`src/rtl/run_ctrl_pkg.sv`:
```
// Shared types for the run sequencer: FSM state encoding and run completion status.
package run_ctrl_pkg;

  typedef enum logic [1:0] {
    IDLE  = 2'd0,
    RESET = 2'd1,
    RUN   = 2'd2,
    DONE  = 2'd3
  } state_t;

  typedef enum logic [1:0] {
    OK      = 2'd0,
    TIMEOUT = 2'd1,
    ABORTED = 2'd2
  } status_t;

endpackage

```
`src/rtl/sat_counter.sv`:
```
// Up-counter with synchronous clear, count enable, saturation at all-ones and
// a terminal-value compare.
module sat_counter #(
  parameter int WIDTH = 16
) (
  input  logic             clk,
  input  logic             reset,
  input  logic             clr,
  input  logic             en,
  input  logic [WIDTH-1:0] term,
  output logic [WIDTH-1:0] count,
  output logic             at_term
);

  always_ff @(posedge clk or negedge reset) begin
    if (!reset) begin
      count <= '0;
    end else if (clr) begin
      count <= '0;
    end else if (en && (count != '1)) begin
      count <= count + WIDTH'(1);
    end
  end

  assign at_term = (count == term);

endmodule

```
`src/rtl/run_controller.sv`:
```
// Run sequencer: holds cores in reset, enables them for a bounded run and
// stops on all-halt, budget expiry or abort, reporting count and status.
module run_controller
  import run_ctrl_pkg::*;
#(
  parameter int NUM_CORES  = 1,
  parameter int CNT_W      = 16,
  parameter int RST_CYCLES = 1
) (
  input  logic                 clk,
  input  logic                 reset,
  input  logic                 start,
  input  logic                 abort,
  input  logic [CNT_W-1:0]     max_cycles,
  input  logic [NUM_CORES-1:0] core_halt,
  output logic                 core_rst,
  output logic [NUM_CORES-1:0] core_en,
  output logic                 busy,
  output logic                 done,
  output logic                 timeout,
  output logic                 aborted,
  output logic [CNT_W-1:0]     cycle_count,
  output logic [NUM_CORES-1:0] halted
);

  localparam int RST_W = (RST_CYCLES > 1) ? $clog2(RST_CYCLES) : 1;
  localparam logic [RST_W-1:0] RST_LAST = RST_W'(RST_CYCLES - 1);

  state_t               state, state_nxt;
  status_t              exit_status;
  logic [CNT_W-1:0]     budget;
  logic                 accept;
  logic                 in_run;
  logic                 in_reset;
  logic                 cyc_term;
  logic                 rst_last;
  logic [RST_W-1:0]     rst_count_unused;
  logic [NUM_CORES-1:0] halt_set;
  logic [NUM_CORES-1:0] halted_nxt;
  logic [NUM_CORES-1:0] core_en_nxt;
  logic                 core_rst_nxt;
  logic                 busy_nxt;
  logic                 done_nxt;
  logic                 timeout_nxt;
  logic                 aborted_nxt;

  assign accept   = start && ((state == IDLE) || (state == DONE));
  assign in_run   = (state == RUN);
  assign in_reset = (state == RESET);

  sat_counter #(.WIDTH(CNT_W)) u_cycle_cnt (
    .clk     (clk),
    .reset   (reset),
    .clr     (accept),
    .en      (in_run),
    .term    (budget - CNT_W'(1)),
    .count   (cycle_count),
    .at_term (cyc_term)
  );

  // Counts up from 0 to RST_CYCLES-1, equivalent to a down-count from RST_CYCLES-1.
  sat_counter #(.WIDTH(RST_W)) u_rst_cnt (
    .clk     (clk),
    .reset   (reset),
    .clr     (accept),
    .en      (in_reset),
    .term    (RST_LAST),
    .count   (rst_count_unused),
    .at_term (rst_last)
  );

  always_comb begin
    state_nxt   = state;
    exit_status = OK;
    halt_set    = '0;
    halted_nxt  = halted;
    timeout_nxt = timeout;
    aborted_nxt = aborted;

    case (state)
      IDLE, DONE: begin
        if (start) begin
          state_nxt   = RESET;
          halted_nxt  = '0;
          timeout_nxt = 1'b0;
          aborted_nxt = 1'b0;
        end
      end
      RESET: begin
        if (abort) begin
          state_nxt   = DONE;
          exit_status = ABORTED;
        end else if (rst_last) begin
          state_nxt = RUN;
        end
      end
      RUN: begin
        halt_set   = core_en & core_halt;
        halted_nxt = halted | halt_set;
        // Abort beats halt, and a final halt beats budget expiry in the same cycle.
        if (abort) begin
          state_nxt   = DONE;
          exit_status = ABORTED;
        end else if (&halted_nxt) begin
          state_nxt   = DONE;
          exit_status = OK;
        end else if ((budget != '0) && cyc_term) begin
          state_nxt   = DONE;
          exit_status = TIMEOUT;
        end
      end
      default: state_nxt = IDLE;
    endcase

    if ((state_nxt == DONE) && (state != DONE)) begin
      timeout_nxt = (exit_status == TIMEOUT);
      aborted_nxt = (exit_status == ABORTED);
    end

    core_rst_nxt = (state_nxt == IDLE) || (state_nxt == RESET);
    busy_nxt     = (state_nxt == RESET) || (state_nxt == RUN);
    done_nxt     = (state_nxt == DONE);
    core_en_nxt  = (state_nxt == RUN) ? ~halted_nxt : '0;
  end

  always_ff @(posedge clk or negedge reset) begin
    if (!reset) begin
      state    <= IDLE;
      core_rst <= 1'b1;
      core_en  <= '0;
      busy     <= 1'b0;
      done     <= 1'b0;
      timeout  <= 1'b0;
      aborted  <= 1'b0;
      halted   <= '0;
      budget   <= '0;
    end else begin
      state    <= state_nxt;
      core_rst <= core_rst_nxt;
      core_en  <= core_en_nxt;
      busy     <= busy_nxt;
      done     <= done_nxt;
      timeout  <= timeout_nxt;
      aborted  <= aborted_nxt;
      halted   <= halted_nxt;
      if (accept) begin
        budget <= max_cycles;
      end
    end
  end

endmodule

```
`config.mk`:
```
export PLATFORM = sky130hd
export DESIGN_NAME = run_controller
export DESIGN_NICKNAME = d
export VERILOG_FILES = /design/src/rtl/run_ctrl_pkg.sv /design/src/rtl/sat_counter.sv /design/src/rtl/run_controller.sv
export SDC_FILE = /design/constraint.sdc
export NUM_CORES = 1
export LEC_CHECK = 0
export CAP_MARGIN = 20
export CORE_MARGIN = 2
export CORE_UTILIZATION = 25
export DETAILED_ROUTE_END_ITERATION = 10
export SLEW_MARGIN = 20
export SYNTH_ARGS = -nofsm -noshare
export SYNTH_HDL_FRONTEND = slang
export SYNTH_SLANG_ARGS = --single-unit
```
`constraint.sdc`:
```
create_clock -name clk -period 3.5 [get_ports clk]
set_input_delay 0.7 -clock clk [delete_from_list [all_inputs] [get_ports clk]]
set_output_delay 0.7 -clock clk [all_outputs]
set_load 0.05 [all_outputs]
```
### After elaboration in Yosys (flattened, before gate mapping)

Cells that the tools add are included.

| word-level totals | value |
|---|---|
| logic and storage cells | 69 |
| memories | 0 |
| latch bits | 0 |
| memory bits (writable) | 0 |
| register bits | 42 |
| input port bits | 21 |
| bits in read-only memories | 0 |
| output and inout port bits | 23 |

| cells by class | value |
|---|---|
| order comparisons | 0 |
| equality and inequality tests | 11 |
| mux-type cells | 23 |
| multipliers | 0 |
| reduce and logical (&&, ||, !) cells | 17 |
| shift operators | 0 |
| add/subtract/negate cells | 3 |
| div/mod/pow operators | 0 |
| bitwise operators | 4 |

Operator list:

| cell | count |
|---|---|
| $mux 16 | 2 |
| $add 16x1->16 const B | 1 |
| $eq 16x16->1 | 1 |
| $mux 2 | 8 |
| $ne 16x16->1 const B | 1 |
| $reduce_bool 16->1 | 1 |
| $sub 16x1->16 const B | 1 |
| $eq 2x2->1 const B | 5 |
| $mux 1 | 10 |
| $reduce_bool 2->1 | 4 |
| $eq 2x1->1 const B | 3 |
| $pmux 2 s3 | 1 |
| $logic_and 1x1->1 | 5 |
| $logic_not 2->1 | 2 |
| $pmux 2 s2 | 1 |
| $logic_or 1x1->1 | 3 |
| $ne 2x2->1 const B | 1 |
| $not 1->1 | 2 |
| $pmux 1 s2 | 1 |
| $reduce_and 2->1 | 1 |
| $reduce_or 2->1 | 1 |
| $add 1x1->1 const B | 1 |
| $and 1x1->1 | 1 |
| $or 1x1->1 | 1 |

### Longest topological paths before layout

Gate-level depths: netlist of run 1.

| logic depth | value |
|---|---|
| word-level depth | 11 |
| depth in mapped cells | 14 |
| depth with buffers taken out | 13 |

### Hierarchy

A second synthesis of run 1 with hierarchy kept.

| second synthesis, totals | value |
|---|---|
| cells, all modules | 249 |
| area, all modules | 2476.1 um^2 |

By module, submodules not included:

| module | area each (um^2) | sequential area each (um^2) | times used | cells an instance |
|---|---|---|---|---|
| run_controller | 1375.1 | 626.9 | 1 | 129 |
| sat_counter at u_cycle_cnt | 1057.3 | 400.4 | 1 | 117 |
| sat_counter at u_rst_cnt | 43.8 | 25.0 | 1 | 3 |

### Worst setup path after synthesis of run 1

No wires, ideal clock.

| timing | value |
|---|---|
| path kind | reg-to-reg |
| start | reg budget[0] |
| end | reg timeout |
| path buffers | 1 |
| period minus slack after synthesis | 2.723 ns |
| library setup time | 0.118 ns |
| setup slack | 0.777 ns |
| data required time | 3.382 ns |
| arrival time | 2.605 ns |
| stages on the path, launching flop included | 14 |
| cells stage by stage | dfrtp_1 > inv_1 > ha_1 > or3b_1 > buf_2 > o41ai_1 > o32ai_1 > o21ai_1 > and4_1 > o21a_1 > ha_1 > nand2b_1 > and3_1 > a21o_1 |

| between the ends | value |
|---|---|
| longest elaborated chain between the ends | 11 |
| elaborated cells between the ends (all ways) | 19 |
| those cells by class | add/sub (1); eq/ne (3); mux (9); reduce/logical (6) |

Ends and longest elaborated chain:

| element | RTL line | text |
|---|---|---|
| start: declaration | run_controller.sv:31 | `logic [CNT_W-1:0] budget;` |
| start signal: assignment | run_controller.sv:147 | `budget <= max_cycles;` |
| $sub 16x1->16 | run_controller.sv:56 | `.term (budget - CNT_W'(1)),` |
| $eq 16x16->1 | sat_counter.sv:25 | `assign at_term = (count == term);` |
| $logic_and 1x1->1 * | run_controller.sv:107 | `end else if ((budget != '0) && cyc_term) begin` |
| $mux 2 * | run_controller.sv:107 |  |
| $mux 2 * | run_controller.sv:104 | `end else if (&halted_nxt) begin` |
| $mux 2 * | run_controller.sv:101 | `if (abort) begin` |
| $pmux 2 s3 * | run_controller.sv:80 | `case (state)` |
| via state_nxt[0] | run_controller.sv:29 | `state_t state, state_nxt;` |
| $eq 2x2->1 * | n/a |  |
| via done_nxt | run_controller.sv:43 | `logic done_nxt;` |
| $logic_and 1x1->1 * | run_controller.sv:115 | `if ((state_nxt == DONE) && (state != DONE)) begin` |
| $reduce_bool 2->1 (no source line) | n/a |  |
| $reduce_and 2->1 (no source line) | n/a |  |
| end signal: assignment | run_controller.sv:143 | `timeout <= timeout_nxt;` |
| end: declaration | run_controller.sv:20 | `output logic timeout,` |

The timed path passes the listed nets; every way through them passes the cells marked *.
A chain may end at the register's enable or synchronous reset.

### Final worst setup path of run 1

Ends and elaborated chain as after synthesis.

==> results.md, run 1 <==
- Combinational Power Share: 51.8%
- Ant. Diodes: 0
- Clk Latency, worst-skew pair: 0.29 ns
- DR iter-0 viols: 112
- Status: finished, final reports clean
- Vias in the first global route: 2,241
- RD Place Congestion: 0.906
- Final Hold Fails: 0
- Setup TNS: 0 ns
- Port bufs: 43
- Hold Path Class: in -> async
- First-pass GRT wire length: 11,000 um
- Initial Util: 25.7%
- Clk pwr share: 13.4%
- Core area: 0.00973 mm^2
- # fillers: 1,074
- Crit path max-delay family: simple AND/OR/NAND/NOR gates
- Worst setup EP type: flip-flop
- Grt ovf: 0
- Top post-synthesis cells by count: nand2_1 (54), dfrtp_1 (41), nor2_1 (26), xnor2_1 (22), xor2_1 (14)
- Synth Net Count: 315
- Rows: 36
- Final Cell Area: 0.00314 mm^2
- Mean post-synth cell area: 8.78 um^2
- Antenna violations before repair: 0
- DR top layer: met4
- Placed cell area: 0.00305 mm^2
- Max_cap viols: 0
- Ports: 44
- Sw Ratio: 46.5%
- Pint: 1300 uW
- Metal3 WL: 327 um
- Via count: 2,196
- Top post-synthesis cells by area: dfrtp_1 (41%), nand2_1 (8.1%), xnor2_1 (7.7%)
- P&R area growth vs syn: 25.7%
- FF+latch count, synth: 42
- DP HPWL: 4750 um
- Slowest-stage cell, CP: or3b_1
- Top_reg_cell synth: dfrtp_1
- Post-synthesis async set-or-reset flop share: 100%
- F_max: 326 MHz
- CTS hold repair buffers: 0
- Largest net degree at the start of global routing: 43
- Routed Antenna Nets: 0
- Setup CP Type: reg -> reg
- Hold_ws: 0.546 ns
- Clock Skew: 0.00854 ns
- Mapped cell area: 0.00250 mm^2
- Post-synth top area cell: dfrtp_1
- Setup crit start kind: flip-flop
- Tmin final: 3.07 ns
- Root buffer cell: clkbuf_8
- Slowest stage delay, CP: 0.47 ns
- Layout cells sized above 1: 5.23%
- Htree depth: 2
- Lkg Pwr: 0.00132 uW
- Die span in y: 104 um
- Worst EP required: 3.69 ns
- Total GRT Usage: 12.6%
- Power per cell area: 775 mW/mm^2
- WL met1: 2980 um
- Clock slew at reported path FFs: 0.08 ns
- Clock sink count: 42
- Met2 routed WL: 3140 um
- Setup repair after global routing missed its margin: no
- CTS tree: yes
- Inserted Clock Buffers: 5
- Sequential area share after synthesis: 42.1%
- Max FO, Critical Path: 6
- Fin util: 32.3%
- Routed wire per std cell: 14.3 um
- DRT Wirelength: 6540 um
- Most common cell in the netlist: nand2_1
- Die X-Extent: 104 um
- Sequential share of power: 34.8%
- Number of enable flip-flop cells after synthesis: 0
- Count of different cell masters after synthesis: 45
- Setup violations, final: 0
- Final std cells w/o fill: 458
- First-pass DRT Iterations: 4
- Post_cts resized: 0
- Synth top area share: 41.0%
- Total die area: 0.0108 mm^2
- Worst endpoint data arrival time: 3.26 ns
- Placed cells: 450
- NumNets Final: 354
- Critical-path cell list: inv_1, ha_1, or3b_1, o41ai_1, o32ai_1, o21ai_1, and4_1, o21a_1, ha_1, nand2b_1, and3_1, a21o_1
- CP most frequent cell: ha_1
- Tightest Pin Transition: 0.964 ns
- DRC: 0
- Flop-to-flop setup slack: 0.43 ns
- Clock Tree Buf Depth: 2
- Switch Pwr: 1130 uW
- Synthesis Warnings: 0
- VDD IR max: 0.431 mV
- Slew margin rel.: 35.7%
- DR vias/cell: 4.79
- Period utilisation layout: 87.6%
- Max-slew violation count: 0
- Gate Count Post-Synth: 285
- Setup Buffers After CTS: 0
- Crit path buf inv count: 1
==> cells by family (layout without fill, tap and decap cells) <==
logic type,after synthesis,after routing,share of synthesized area (%)
and+or+nand+nor,136,136,26.9
xor gates and xnor gates,36,36,12.6
buffers and inverters,25,65,4.00
AOI/OAI and AO/OA,35,35,9.11
DFF,42,42,42.1
muxes,2,2,0.800
adders and majority gates,9,9,4.50
==> power groups by stage <==
stage	combinational (uW)	clock, uW	sequential, uW
final	1260	326	848
after global routing	1410	366	873
after CTS	1270	338	845
after detailed placement	1260	0	851
after global placement	1240	0	848
after floorplan	837	0	921
==> cells in the final DEF (no fill, tap or decap), drive strengths merged, types with 3 or more instances in the layout <==
master          n
inv            12
nor2           26
a21o            3
o21a            5
and4            3
clkdlybuf4s50  42
dfrtp          41
a31oi           3
buf             3
nor4            8
nand4          11
clkbuf          7
nand3           6
nand2          54
xor2           14
o21ai          13
nor3           10
ha              9
xnor2          22
and3            4
nand2b          3
==> flip-flops by register name, indices dropped and copies added (netlist names) <==
signal / flops
busy: 1
u_rst_cnt.count: 1
timeout: 1
halted: 1
aborted: 1
core_en: 1
core_rst: 1
budget: 16
state: 2
done: 1
u_cycle_cnt.count: 16
==> final timing paths <==
kind | from | end | cells after the start
max | budget[0] | timeout | 12
min | reset | budget[4] | 1
max reg2reg | budget[0] | timeout | 12
min reg2reg | budget[13] | budget[13] | 2
max in group asynchronous | reset | budget[14] | 1
min in group clk | budget[13] | budget[13] | 2
==> final cells by class <==
type                            count  area [um^2]  area share (%)
Sequential cell                    42         1050            33.5
Timing Repair Buffer               45          440            14.0
Clock inverter                      1         5.00           0.159
Tap cell                          133          166            5.29
Inverter                           12         45.0            1.43
Multi-Input combinational cell    218         1350            42.9
Clock buffer                        7         86.3            2.75
==> worst reg2reg max path: cells and delay by family (launching register included) <==
kind | cells | cell delay, ns
simple gates | 4 | 1.04
compound gates | 5 | 0.99
flops | 1 | 0.43
fa+ha+maj | 2 | 0.41
buf+inv | 1 | 0.10
==> metal layers <==
layer / vias up / global-route usage [%]
met4: 0 / 3.76
met3: 8 / 3.26
li1: 1056 / -
met2: 78 / 21.3
met1: 1054 / 15.9
met5: - / 0
==> per-stage QoR <==
| step | total power [uW] | worst slack (ns) |
|---|---|---|
| after global routing | 2650 | 0.253 |
| after global placement | 2090 | 0.604 |
| after CTS | 2450 | 0.424 |
| final | 2440 | 0.434 |
| after floorplan | 1760 | 0.777 |
| after detailed placement | 2110 | 0.420 |
No activity file was read; power rests on OpenSTA's default activity.
==> inputs of run 2 (changes only) <==
CORE_MARGIN = unset   (was 2)
clock period = 3.2 ns   (was 3.5 ns; I/O delays follow)
==> results.md, run 2 (same netlist as run 1, synthesis figures left out) <==
- Worst endpoint data arrival time: 3.20 ns
- Rows: 36
- F_max: 333 MHz
- Routed wire per std cell: 14.1 um
- Max_cap viols: 0
- DRT Wirelength: 6510 um
- CP most frequent cell: ha_1
- Fin util: 32.7%
- Clock sink count: 42
- Clock Skew: 0.00481 ns
- P&R area growth vs syn: 27.1%
- Placed cells: 452
- Max-slew violation count: 0
- CTS tree: yes
- Final std cells w/o fill: 461
- Post_cts resized: 0
- Crit path max-delay family: simple AND/OR/NAND/NOR gates
- Setup TNS: 0 ns
- Layout cells sized above 1: 6.10%
- NumNets Final: 357
- Slowest-stage cell, CP: or3b_1
- DRC: 0
- Ant. Diodes: 0
- Final Hold Fails: 0
- Worst EP required: 3.39 ns
- Htree depth: 2
- Vias in the first global route: 2,128
- Setup violations, final: 0
- Setup CP Type: reg -> reg
- RD Place Congestion: 0.803
- DR iter-0 viols: 69
- Setup Buffers After CTS: 0
- Lkg Pwr: 0.00134 uW
- Core area: 0.00973 mm^2
- Clock slew at reported path FFs: 0.08 ns
- Total GRT Usage: 13.7%
- Setup crit start kind: flip-flop
- Clock Tree Buf Depth: 2
- Tightest Pin Transition: 0.681 ns
- Top flop regs: budget (16), u_cycle_cnt.count (16), state (2)
- Most frequent cells in the layout: nand2_1 (54), clkdlybuf4s50_1 (42), dfrtp_1 (41)
- Largest net degree at the start of global routing: 43
- Port bufs: 43
- Hold Path Class: in -> async
- VDD IR max: 0.500 mV
- Total die area: 0.0104 mm^2
- Antenna violations before repair: 0
- CTS hold repair buffers: 0
- Critical-path cell list: inv_1, ha_1, or3b_1, o41ai_1, o32ai_1, o21ai_1, and4_1, o21a_1, ha_1, nand2b_1, and3_1, a21o_1
- Die span in y: 102 um
- Clk Latency, worst-skew pair: 0.29 ns
- Setup repair after global routing missed its margin: no
- Power per cell area: 843 mW/mm^2
- Status: finished, final reports clean
- Inserted Clock Buffers: 5
- Initial Util: 25.7%
- First-pass DRT Iterations: 4
- Period utilisation layout: 93.9%
- Root buffer cell: clkbuf_8
- Grt ovf: 0
- Via count: 2,125
- Ports: 44
- First-pass GRT wire length: 10,900 um
- DR vias/cell: 4.61
- Worst setup EP type: flip-flop
- Routed Antenna Nets: 0
- Tmin final: 3.01 ns
- Slowest stage delay, CP: 0.48 ns
- Most common cell after layout, fill and taps aside: nand2_1
- DP HPWL: 4880 um
- Crit path buf inv count: 1
- Max FO, Critical Path: 6
- Slew margin rel.: 53.4%
- Die X-Extent: 102 um
[run 2: cell count changes in the layout (fill, tap and decap cells not counted), sizes merged]
cell,previous run,this run
buf,3,6
[run 2: final cells by class]
type	count	area (um^2)
Clock buffer	7	86.3
Clock inverter	1	5.00
Fill cell	1047	6550
Inverter	12	45.0
Multi-Input combinational cell	218	1350
Sequential cell	42	1050
Tap cell	133	166
Timing Repair Buffer	48	475
[run 2: worst paths after layout]
| check | end | slack (ns) | cells past startpoint | startpoint |
|---|---|---|---|---|
| setup / recovery | timeout | 0.19 | 12 | budget[0] |
| hold / removal | u_cycle_cnt.count[6] | 0.27 | 1 | reset |
| setup reg to reg | timeout | 0.19 | 12 | budget[0] |
| hold reg to reg | u_rst_cnt.count | 0.55 | 2 | u_rst_cnt.count |
| max in group asynchronous | core_rst | 2.37 | 2 | reset |
| min in group clk | u_rst_cnt.count | 0.55 | 2 | u_rst_cnt.count |
[run 2: metal layers]
metal / track usage [%] / up-vias / part of all wire, % / wire [um]
li1: - / 1057 / - / -
met1: 17.6 / 1024 / 47 / 3070
met2: 23.1 / 36 / 48 / 3130
met3: 3.15 / 8 / 3.6 / 236
met4: 3.30 / 0 / 1.2 / 79
met5: 0 / - / 0 / 0
[run 2: report_power, final]
group	switching [uW]	total (uW)	internal, uW
combinational	830	1390	558
sequential	220	926	706
clock	189	364	174
total	1240	2680	1440
[run 2: metrics by stage]
stage,hold slack (ns),setup slack (ns),area (um^2),power [uW]
floorplan,0.344,0.477,2500,1920
finish,0.274,0.195,3180,2680
detailed placement,0.531,0.175,3070,2320
CTS,0.526,0.168,3160,2710
global route,0.289,0.0150,3180,2910
global placement,0.513,0.267,3070,2320
==> inputs of run 3 (changes only) <==
GPL_TIMING_DRIVEN = 0   (was unset)
==> results.md, run 3 (same netlist as run 1, synthesis figures left out) <==
- Status: finished, final reports clean
- Slew margin rel.: 57.9%
- Port bufs: 43
- Ports: 44
- Setup CP Type: reg -> reg
- CTS tree: yes
- Setup repair after global routing missed its margin: no
- VDD IR max: 0.461 mV
- # fillers: 1,037
- DR iter-0 viols: 91
- Grt ovf: 0
- Clock slew at reported path FFs: 0.09 ns
- Max_cap viols: 0
- First-pass DRT Iterations: 4
- DRT Wirelength: 6520 um
- Worst endpoint data arrival time: 3.19 ns
- Tmin final: 3.01 ns
- Inserted Clock Buffers: 5
- F_max: 333 MHz
- Power per cell area: 846 mW/mm^2
- Final Cell Area: 0.00324 mm^2
- Placed cells: 462
- Most frequent cells in the layout: nand2_1 (54), clkdlybuf4s50_1 (42), dfrtp_1 (40)
- Period utilisation layout: 94.0%
- Worst setup EP type: flip-flop
- Max-slew violation count: 0
- Initial Util: 25.7%
- DR vias/cell: 4.67
- Clk pwr share: 13.2%
- Setup TNS: 0 ns
- Total GRT Usage: 13.4%
- Setup violations, final: 0
- Clock Tree Buf Depth: 2
- Total die area: 0.0104 mm^2
- DRC: 0
- Lkg Pwr: 0.00136 uW
- Antenna violations before repair: 0
- Via count: 2,211
- Clock sink count: 42
- Critical-path cell list: inv_1, ha_2, or3b_1, buf_2, o41ai_1, o32ai_1, o21ai_1, and4_2, o21a_1, ha_2, nand2b_1, and3_1, a21o_1
- Switch Pwr: 1250 uW
- Combinational Power Share: 53.7%
- Clk Latency, worst-skew pair: 0.29 ns
- Vias in the first global route: 2,190
- Placed cell area: 0.00311 mm^2
- Setup crit start kind: flip-flop
- Sequential share of power: 33.1%
- First-pass GRT wire length: 10,700 um
- Final Hold Fails: 0
- Sw Ratio: 45.7%
- Ant. Diodes: 0
- Htree depth: 2
- Max FO, Critical Path: 6
- Rows: 36
- Layout cells sized above 1: 8.53%
- Top flop regs: budget (16), u_cycle_cnt.count (16), state (2)
- CP most frequent cell: ha_2
- Die X-Extent: 102 um
- Worst EP required: 3.38 ns
- Routed wire per std cell: 13.8 um
- Hold Path Class: in -> async
- Largest net degree at the start of global routing: 27
- RD Place Congestion: 0.864
- Routed Antenna Nets: 0
- Pint: 1490 uW
- Die span in y: 102 um
- Final std cells w/o fill: 473
- P&R area growth vs syn: 29.6%
- Slowest stage delay, CP: 0.44 ns
- DP HPWL: 4940 um
- Clock Skew: 0.00756 ns
- Most common cell after layout, fill and taps aside: nand2_1
- CTS hold repair buffers: 0
- Core area: 0.00973 mm^2
- Slowest-stage cell, CP: dfrtp_2
- NumNets Final: 369
- Tightest Pin Transition: 0.615 ns
- Root buffer cell: clkbuf_8
run 3: worst max-delay path, delay by kind of cell, from the launching register on:
family / cells / cell delay (ns)
AOI/OAI and AO/OA: 5 / 0.92
and+or+nand+nor: 4 / 0.89
DFF: 1 / 0.44
adders and majority gates: 2 / 0.40
buffers and inverters: 2 / 0.25
run 3: cell type report:
type	instances	area, um^2	area share, %
Multi-Input combinational cell	218	1360	42.0
Clock buffer	7	86.3	2.66
Timing Repair Buffer	47	468	14.4
Sequential cell	42	1050	32.5
Clock inverter	1	5.00	0.154
Inverter	12	45.0	1.39
Buffer	13	55.1	1.70
Tap cell	133	166	5.14
run 3: stage by stage:
step                utilization [%]  hold slack (ns)  total power (uW)  worst slack, ns
floorplan                         -            0.344              1920            0.477
global placement               31.8            0.514              2290            0.156
detailed placement             32.0            0.530              2320            0.109
CTS                            32.9            0.275              2690           0.0832
global route                   33.3            0.300              2990          0.00546
finish                         33.3            0.268              2740            0.194
run 3: power groups by stage:
| stage | clock network (uW) | logic [uW] | registers, uW |
|---|---|---|---|
| 6_report | 362 | 1470 | 908 |
| 5_1_grt | 404 | 1650 | 939 |
| 4_1_cts | 374 | 1420 | 902 |
| 3_5_place_dp | 0 | 1410 | 911 |
| 3_3_place_gp | 0 | 1380 | 904 |
| 2_1_floorplan | 0 | 916 | 1010 |
run 3: repair_timing:
action,4_1_cts,5_1_grt
gates resized for setup,0,5
endpoints found under the setup margin,0,2
hold endpoints to repair,0,0
setup buffers,0,3
run 3: path summary, 6_finish.rpt:
| check | slack [ns] | startpoint | endpoint | cells past startpoint |
|---|---|---|---|---|
| max | 0.19 | budget[0] | timeout | 13 |
| min | 0.27 | reset | budget[5] | 1 |
| max reg2reg | 0.19 | budget[0] | timeout | 13 |
| min reg2reg | 0.55 | u_rst_cnt.count | u_rst_cnt.count | 2 |
| max in group asynchronous | 2.37 | reset | core_rst | 2 |
| min in group clk | 0.55 | u_rst_cnt.count | u_rst_cnt.count | 2 |
run 3: layer usage:
| layer | global-route usage, % | wire length (um) | up-vias |
|---|---|---|---|
| met5 | 0 | 0 | - |
| met4 | 4.07 | 94 | 0 |
| met3 | 2.53 | 266 | 9 |
| met2 | 22.4 | 3140 | 64 |
| met1 | 17.7 | 3030 | 1056 |
| li1 | - | - | 1082 |
